[src/rtl/mem_port_arbiter_pkg.sv]
// rtl/mem_port_arbiter_pkg.sv - shared types for the fetch/data memory port arbiter
package mem_port_arbiter_pkg;

  localparam int ARB_ADDR_W = 8;
  localparam int ARB_DATA_W = 32;

  typedef enum logic [1:0] {
    ARB_IDLE  = 2'd0,
    ARB_ISSUE = 2'd1,
    ARB_WAIT  = 2'd2,
    ARB_RESP  = 2'd3
  } arb_state_e;

  typedef enum logic {
    OWN_INSTR = 1'b0,
    OWN_DATA  = 1'b1
  } arb_owner_e;

  typedef struct packed {
    arb_owner_e            owner;
    logic                  we;
    logic [ARB_ADDR_W-1:0] address;
    logic [ARB_DATA_W-1:0] wdata;
  } arb_cmd_t;

endpackage

[src/rtl/mem_port_arbiter_arb_rr2.sv]
// rtl/mem_port_arbiter_arb_rr2.sv - two-way round-robin picker, bit 0 = instr, bit 1 = data
module arb_rr2
  import mem_port_arbiter_pkg::*;
(
  input  logic [1:0] req,
  input  arb_owner_e last_grant,
  output logic [1:0] grant
);

  always_comb begin
    grant = 2'b00;
    case (req)
      2'b01:   grant = 2'b01;
      2'b10:   grant = 2'b10;
      2'b11:   grant = (last_grant == OWN_INSTR) ? 2'b10 : 2'b01;
      default: grant = 2'b00;
    endcase
  end

endmodule

[src/rtl/mem_port_arbiter.sv]
// rtl/mem_port_arbiter.sv - shares one single-port memory between fetch and load/store ports
module mem_port_arbiter
  import mem_port_arbiter_pkg::*;
#(
  parameter int ADDR_W      = ARB_ADDR_W,
  parameter int DATA_W      = ARB_DATA_W,
  parameter int MEM_LATENCY = 1
) (
  input  logic              clk,
  input  logic              rst,
  input  logic              instr_req,
  input  logic [ADDR_W-1:0] instr_address,
  output logic              instr_gnt,
  output logic              instr_rvalid,
  output logic [DATA_W-1:0] instr_rdata,
  input  logic              data_req,
  input  logic              data_write_enable,
  input  logic [ADDR_W-1:0] data_address,
  input  logic [DATA_W-1:0] data_wdata,
  output logic              data_gnt,
  output logic              data_rvalid,
  output logic [DATA_W-1:0] data_rdata,
  output logic              mem_en,
  output logic              mem_write_enable,
  output logic [ADDR_W-1:0] mem_address,
  output logic [DATA_W-1:0] mem_wdata,
  input  logic [DATA_W-1:0] mem_rdata
);

  localparam logic [1:0] CNT_LAST = 2'(MEM_LATENCY - 1);

  arb_state_e        state_q, state_d;
  logic [1:0]        cnt_q, cnt_d;
  arb_owner_e        last_grant_q, last_grant_d;
  arb_cmd_t          cmd_q, cmd_d;
  logic              mem_en_q, mem_en_d;
  logic              instr_rvalid_q, instr_rvalid_d;
  logic [DATA_W-1:0] instr_rdata_q, instr_rdata_d;
  logic              data_rvalid_q, data_rvalid_d;
  logic [DATA_W-1:0] data_rdata_q, data_rdata_d;
  logic [1:0]        pick;
  logic [1:0]        grant;

  arb_rr2 u_rr (
    .req        ({data_req, instr_req}),
    .last_grant (last_grant_q),
    .grant      (pick)
  );

  // Grants are only offered from IDLE and never while reset is being applied.
  assign grant     = (state_q == ARB_IDLE && !rst) ? pick : 2'b00;
  assign instr_gnt = grant[0];
  assign data_gnt  = grant[1];

  always_comb begin
    state_d        = state_q;
    cnt_d          = cnt_q;
    last_grant_d   = last_grant_q;
    cmd_d          = cmd_q;
    mem_en_d       = 1'b0;
    instr_rvalid_d = 1'b0;
    instr_rdata_d  = instr_rdata_q;
    data_rvalid_d  = 1'b0;
    data_rdata_d   = data_rdata_q;
    case (state_q)
      ARB_IDLE: begin
        if (grant[1]) begin
          cmd_d.owner   = OWN_DATA;
          cmd_d.we      = data_write_enable;
          cmd_d.address = data_address;
          cmd_d.wdata   = data_write_enable ? data_wdata : '0;
        end else if (grant[0]) begin
          cmd_d.owner   = OWN_INSTR;
          cmd_d.we      = 1'b0;
          cmd_d.address = instr_address;
          cmd_d.wdata   = '0;
        end
        if (|grant) begin
          last_grant_d = cmd_d.owner;
          mem_en_d     = 1'b1;
          state_d      = ARB_ISSUE;
        end
      end
      ARB_ISSUE: begin
        cnt_d   = 2'd0;
        state_d = ARB_WAIT;
      end
      ARB_WAIT: begin
        if (cnt_q == CNT_LAST) begin
          cnt_d   = 2'd0;
          state_d = ARB_RESP;
          if (cmd_q.owner == OWN_DATA) begin
            data_rvalid_d = 1'b1;
            data_rdata_d  = cmd_q.we ? '0 : mem_rdata;
          end else begin
            instr_rvalid_d = 1'b1;
            instr_rdata_d  = mem_rdata;
          end
        end else begin
          cnt_d = cnt_q + 2'd1;
        end
      end
      ARB_RESP: state_d = ARB_IDLE;
      default:  state_d = ARB_IDLE;
    endcase
  end

  always_ff @(posedge clk) begin
    if (rst) begin
      state_q        <= ARB_IDLE;
      cnt_q          <= 2'd0;
      last_grant_q   <= OWN_INSTR;
      cmd_q          <= '0;
      mem_en_q       <= 1'b0;
      instr_rvalid_q <= 1'b0;
      instr_rdata_q  <= '0;
      data_rvalid_q  <= 1'b0;
      data_rdata_q   <= '0;
    end else begin
      state_q        <= state_d;
      cnt_q          <= cnt_d;
      last_grant_q   <= last_grant_d;
      cmd_q          <= cmd_d;
      mem_en_q       <= mem_en_d;
      instr_rvalid_q <= instr_rvalid_d;
      instr_rdata_q  <= instr_rdata_d;
      data_rvalid_q  <= data_rvalid_d;
      data_rdata_q   <= data_rdata_d;
    end
  end

  // Write strobe and data are forced low outside the single mem_en cycle.
  assign mem_en           = mem_en_q;
  assign mem_write_enable = mem_en_q & cmd_q.we;
  assign mem_address      = cmd_q.address;
  assign mem_wdata        = mem_en_q ? cmd_q.wdata : '0;
  assign instr_rvalid     = instr_rvalid_q;
  assign instr_rdata      = instr_rdata_q;
  assign data_rvalid      = data_rvalid_q;
  assign data_rdata       = data_rdata_q;

endmodule
[config.mk]
export PLATFORM = sky130hd
export DESIGN_NAME = mem_port_arbiter
export DESIGN_NICKNAME = d
export VERILOG_FILES = /design/src/rtl/mem_port_arbiter_pkg.sv /design/src/rtl/mem_port_arbiter_arb_rr2.sv /design/src/rtl/mem_port_arbiter.sv
export SDC_FILE = /design/constraint.sdc
export NUM_CORES = 1
export LEC_CHECK = 0
export CORE_UTILIZATION = 42
export CTS_BUF_LIST = sky130_fd_sc_hd__clkbuf_4 sky130_fd_sc_hd__clkbuf_8 sky130_fd_sc_hd__clkbuf_16
export CTS_CLUSTER_DIAMETER = 150
export DETAILED_ROUTE_END_ITERATION = 16
export PLACE_DENSITY = 0.8
export SETUP_SLACK_MARGIN = 0.1
export SYNTH_ARGS = -nofsm -noshare
export SYNTH_HDL_FRONTEND = slang
export SYNTH_SLANG_ARGS = --single-unit
export TNS_END_PERCENT = 1
[constraint.sdc]
create_clock -name clk -period 1.8 [get_ports clk]
set_clock_uncertainty 0.15 [all_clocks]
set_input_delay 0.45 -clock clk [delete_from_list [all_inputs] [get_ports clk]]
set_output_delay 0.45 -clock clk [all_outputs]
set_load 0.05 [all_outputs]
# Word-level counts from Yosys, hierarchy flattened
# Index checks and enable logic that the tools add are counted.
dict set report word_totals {
  elab_cells 56
  out_inout_bits 110
  input_bits 85
  ff_bits 114
}
dict set report op_classes {
  eq_ne 8
  n_reduce_logical 14
  n_mux 16
  addsub 1
  n_bitwise 5
}
# cell count
set op_table {}
lappend op_table {{32-bit 2-to-1 mux} 3}
lappend op_table {{42-bit 2-to-1 mux} 2}
lappend op_table {{2-bit 2-to-1 mux} 5}
lappend op_table {{2-bit == test, second input constant} 4}
lappend op_table {{2-bit case mux with 4 select lines} 1}
lappend op_table {{2-bit case mux with 3 select lines} 1}
lappend op_table {{2-bit AND reduction} 3}
lappend op_table {{3-bit AND reduction} 2}
lappend op_table {{2-bit by 1-bit == test with 1-bit output, second input constant} 2}
lappend op_table {{2-bit zero test} 2}
lappend op_table {{1-bit NOT} 4}
lappend op_table {{2-bit case mux with 2 select lines} 1}
lappend op_table {{2-bit nonzero test} 2}
lappend op_table {{2-bit OR reduction} 2}
lappend op_table {{1-bit 2-to-1 mux} 3}
lappend op_table {{3-bit OR reduction} 1}
lappend op_table {{2-bit by 1-bit adder with 2-bit output, second input constant} 1}
lappend op_table {{2-bit by 1-bit != test with 1-bit output, second input constant} 1}
lappend op_table {{2-bit != test, second input constant} 1}
lappend op_table {{1-bit AND} 1}
lappend op_table {{1-bit logical AND} 1}
lappend op_table {{1-bit zero test} 1}

# Depth between registers and ports, before layout
dict set report logic_depth {
  ltp_word 6
  ltp_mapped 8
}

# Modules after synthesis
# From an unflattened synthesis, not the netlist that was laid out.
dict set report hier_totals {
  cells_unflattened 415
  hier_area_um2 4170.2
}
# module area_per_inst_um2 n_inst cells_each
set modules_own_cells {}
lappend modules_own_cells {mem_port_arbiter 4151.5 1 412}
lappend modules_own_cells {arb_rr2 18.8 1 3}

# Worst setup path after synthesis
# No wires, ideal clock.
dict set report synth_timing {
  path_type {register -> output}
  start {reg state_q[0]}
  end {out data_gnt}
  arrival_ns 1.583
  setup_slack_ns -0.383
  path_stages_with_launch 7
  t_required_ns 1.200
  path_cell_list {dfxtp_1 > inv_1 > ha_1 > nand2b_1 > buf_2 > buf_2 > nor2_1}
}
dict set report synth_between {
  elab_chain_len 3
}
# item line
set synth_rtl {}
lappend synth_rtl {{from (decl)} mem_port_arbiter.sv:32} ;# arb_state_e state_q, state_d;
lappend synth_rtl {{from (signal assigned)} mem_port_arbiter.sv:120} ;# state_q <= state_d;
lappend synth_rtl {{2-bit zero test} mem_port_arbiter.sv:51} ;# assign grant = (state_q == ARB_IDLE && !rst) ? pick : 2'b00;
lappend synth_rtl {{1-bit logical AND} mem_port_arbiter.sv:51}
lappend synth_rtl {{2-bit 2-to-1 mux} mem_port_arbiter.sv:51}
lappend synth_rtl {{to (decl)} mem_port_arbiter.sv:20} ;# output logic data_gnt,
# No other way between the ends.

# Worst setup path in the final report
dict set report layout_timing {
  start {reg state_q[1]}
  end {out instr_gnt}
}
dict set report layout_between {
  elab_chain_len 3
}
# item line
set layout_rtl {}
lappend layout_rtl {{2-bit zero test} mem_port_arbiter.sv:51}
lappend layout_rtl {{1-bit logical AND} mem_port_arbiter.sv:51}
lappend layout_rtl {{2-bit 2-to-1 mux} mem_port_arbiter.sv:51}
lappend layout_rtl {{to (decl)} mem_port_arbiter.sv:13} ;# output logic instr_gnt,
# No other way between the ends.

==> results.json <==
{
  "status": "finished, violations left",
  "violations": "setup timing",
  "path_cells": "inv_2, ha_4, nor2b_4, and3_4, buf_12",
  "routed_via_density": 5.42,
  "holdPathStages": 3,
  "grt_max_degree": 42,
  "power_density_nw_per_um2": 1150,
  "num_rows": 37,
  "ant_nets": 0,
  "synth_top_cell_by_area": "dfxtp_1",
  "arrival_ps": 1560,
  "synth_cells": 510,
  "r2r_slack_ps": -40,
  "cp_slowest_cell": "dfxtp_2",
  "grt_overflow_total": 0,
  "final_net_count": 789,
  "synth.ff_latch_count": 114,
  "yosys_warnings": 0,
  "diodes": 0,
  "multiInputGateArea_um2": 2010,
  "post-dp-hpwl_um": 10100,
  "rsz0062_at_grt": "true",
  "crit_type": "register to output pin",
  "cts_root_buf": "clkbuf_8",
  "yosys.cell_types.count": 33,
  "dp.cells": 807,
  "max-cap-violations": 0,
  "fmax_ghz": 0.463,
  "min_to": "mem_address[7]$_SDFFE_PP0P_",
  "synthTopCellsByArea": "dfxtp_1 51%, a21oi_1 8.6%, nand2_1 6.8%",
  "grt_pass1_wl_um": 23300,
  "p_leak_nw": 3.19,
  "drt_iter0_drc": 222,
  "clock-sinks": 114,
  "port_buffers": 194,
  "period_needed_ps": 2160,
  "endpoint_kind": "output pin",
  "synthFlopType": "dfxtp_1",
  "instances_no_fill": 848,
  "slew_viol_final": 0,
  "ir_drop_uv": 649,
  "htreeDepth": 4,
  "final_area_um2": 8460,
  "drt_wl_total_um": 14900,
  "yosys-top-cells-count": "114 x dfxtp_1, 82 x nand2_1, 77 x a21oi_1",
  "synthesis.nets": 600,
  "period_share": 1.20,
  "ys_seq_area_frac": 0.507,
  "clockBufferDepth": 2,
  "drt_pass1_iterations": 6,
  "die_h_um": 106,
  "place_area_um2": 7670,
  "num-fill-cells": 587,
  "cts_tree": "built",
  "cts_buffers": 17,
  "fp.dieW_um": 106,
  "cp-start-kind": "register",
  "hold_start": "rst",
  "coreArea_um2": 10400,
  "crit_fanout": 3,
  "r2r_start": "state_q[1]$_SDFFE_PP0P_",
  "yosysMostFrequentCell": "dfxtp_1",
  "hold_class": "input pin to register",
  "path_clk_slew_ps": 60,
  "layout_setup_ws_ps": -360,
  "hold-worst-slack_ps": 238,
  "netlist_area_um2": 4500,
  "track_usage": 0.270,
  "slew-limit-headroom": 0.691,
  "wl_per_cell_um": 17.6,
  "reg2reg_to": "state_q[1]$_SDFFE_PP0P_",
  "synth.avg_cell_area_um2": 8.82,
  "synth-edff-count": 0,
  "setup_viol": 37,
  "vias": 4592,
  "hold_viol": 0,
  "required_ps": 1200,
  "initial_utilization": 0.434,
  "first_global_vias": 4585,
  "drc": 0,
  "seq_area_um2": 2300,
  "rr_worst_depth": 8,
  "slowest_delay_ps": 330,
  "antenna_found_initial": 0,
  "area_growth_pct": 88.1,
  "postCtsHoldBufs": 0,
  "async_flop_share": 0,
  "gp_congestion": 0.778,
  "drive_above_1_share": 0.303,
  "top_level_ports": 195,
  "yosys.area.top_type_share": 0.507,
  "worst_pin_slew_ps": 463,
  "clk_latency_ps": 520,
  "die-area_um2": 11100
}
[worst max-delay path, delay by kind of cell (launching register included)]
kind,cells,cell delay [ps]
AND/OR/NAND/NOR,2,360
adder cells (fa/ha/maj),1,150
flip-flops,1,330
buffers and inverters,2,200
[how the worst max path moves through the flow]
stage	startpoint	endpoint	slack, ps	cells past startpoint
floorplan	mem_en$_SDFF_PP0_	mem_wdata[11]	10	2
global placement	data_req	data_gnt	-280	4
detailed placement	instr_req	cmd_q[11]$_SDFFE_PP0P_	-310	6
CTS	state_q[1]$_SDFFE_PP0P_	instr_gnt	-350	5
global route	state_q[1]$_SDFFE_PP0P_	instr_gnt	-410	5
finish	state_q[1]$_SDFFE_PP0P_	instr_gnt	-360	5
[repair_timing]
action                     in CTS  in global routing
pin swaps                       4                 14
setup buffers                   5                  4
gates cloned                    0                  0
resized for setup              13                 25
setup endpoints to repair     108                117
[cells by family (layout without fill, tap and decap cells)]
group / Yosys count / count (layout) / synth area share
AOI/OAI and AO/OA: 157 / 157 / 0.214
adders and majority gates: 5 / 5 / 0.0139
buffers and inverters: 63 / 265 / 0.0731
DFF: 114 / 114 / 0.507
and+or+nand+nor: 171 / 171 / 0.191
[routing by layer]
metal / vias up / GRT usage / wire length (um) / part of all wire
met5: - / 0 / 0 / 0
met4: 0 / 0.0853 / 179 / 0.012
met3: 16 / 0.0878 / 1230 / 0.083
met2: 209 / 0.484 / 7650 / 0.51
met1: 2210 / 0.302 / 5840 / 0.39
li1: 2157 / - / - / -
[report_power, final]
part	switching (mW)	internal [mW]	leakage (nW)
sequential	0.302	2.80	0.930
clock	1.15	2.21	0.291
combinational	1.71	1.54	1.97
total	3.16	6.56	3.19
[registers in the layout, indices dropped and copies added, names as in the netlist]
name and flops:
data_rdata 32, cmd_q 34, last_grant_q 1, cnt_q 2, instr_rdata 32, state_q 2, instr_rvalid 1, mem_en 1
mem_address 8, data_rvalid 1
[placed cells by master, fill, tap and decap left out, types with 4 or more instances in the layout]
| cell | count |
|---|---|
| buf_12 | 116 |
| dfxtp_1 | 102 |
| clkdlybuf4s50_1 | 83 |
| nand2_1 | 82 |
| a21oi_1 | 67 |
| o21ai_0 | 35 |
| nand4_1 | 32 |
| a22o_1 | 31 |
| and2_1 | 30 |
| buf_4 | 25 |
| clkbuf_16 | 16 |
| dfxtp_2 | 11 |
| a21oi_2 | 10 |
| a311oi_1 | 6 |
| inv_1 | 5 |
| nand2b_1 | 4 |
| clkinv_2 | 4 |
[stage by stage]
stage | total power [mW] | setup TNS, ps | utilization | setup slack (ps)
finish | 9.72 | -8870 | 0.816 | -360
global route | 10.1 | -10530 | 0.816 | -408
CTS | 9.61 | -10070 | 0.805 | -352
detailed placement | 6.12 | -11440 | 0.740 | -314
global placement | 6.03 | -8520 | 0.740 | -283
floorplan | 4.67 | 0 | - | 14.1
[layout make-up]
class | instances | share of cell area
Clock buffer | 22 | 0.0548
Clock inverter | 10 | 0.0157
Inverter | 7 | 0.00310
Multi-Input combinational cell | 333 | 0.238
Sequential cell | 114 | 0.272
Tap cell | 136 | 0.0201
Timing Repair Buffer | 226 | 0.397
Power figures use the tool's default switching activity.
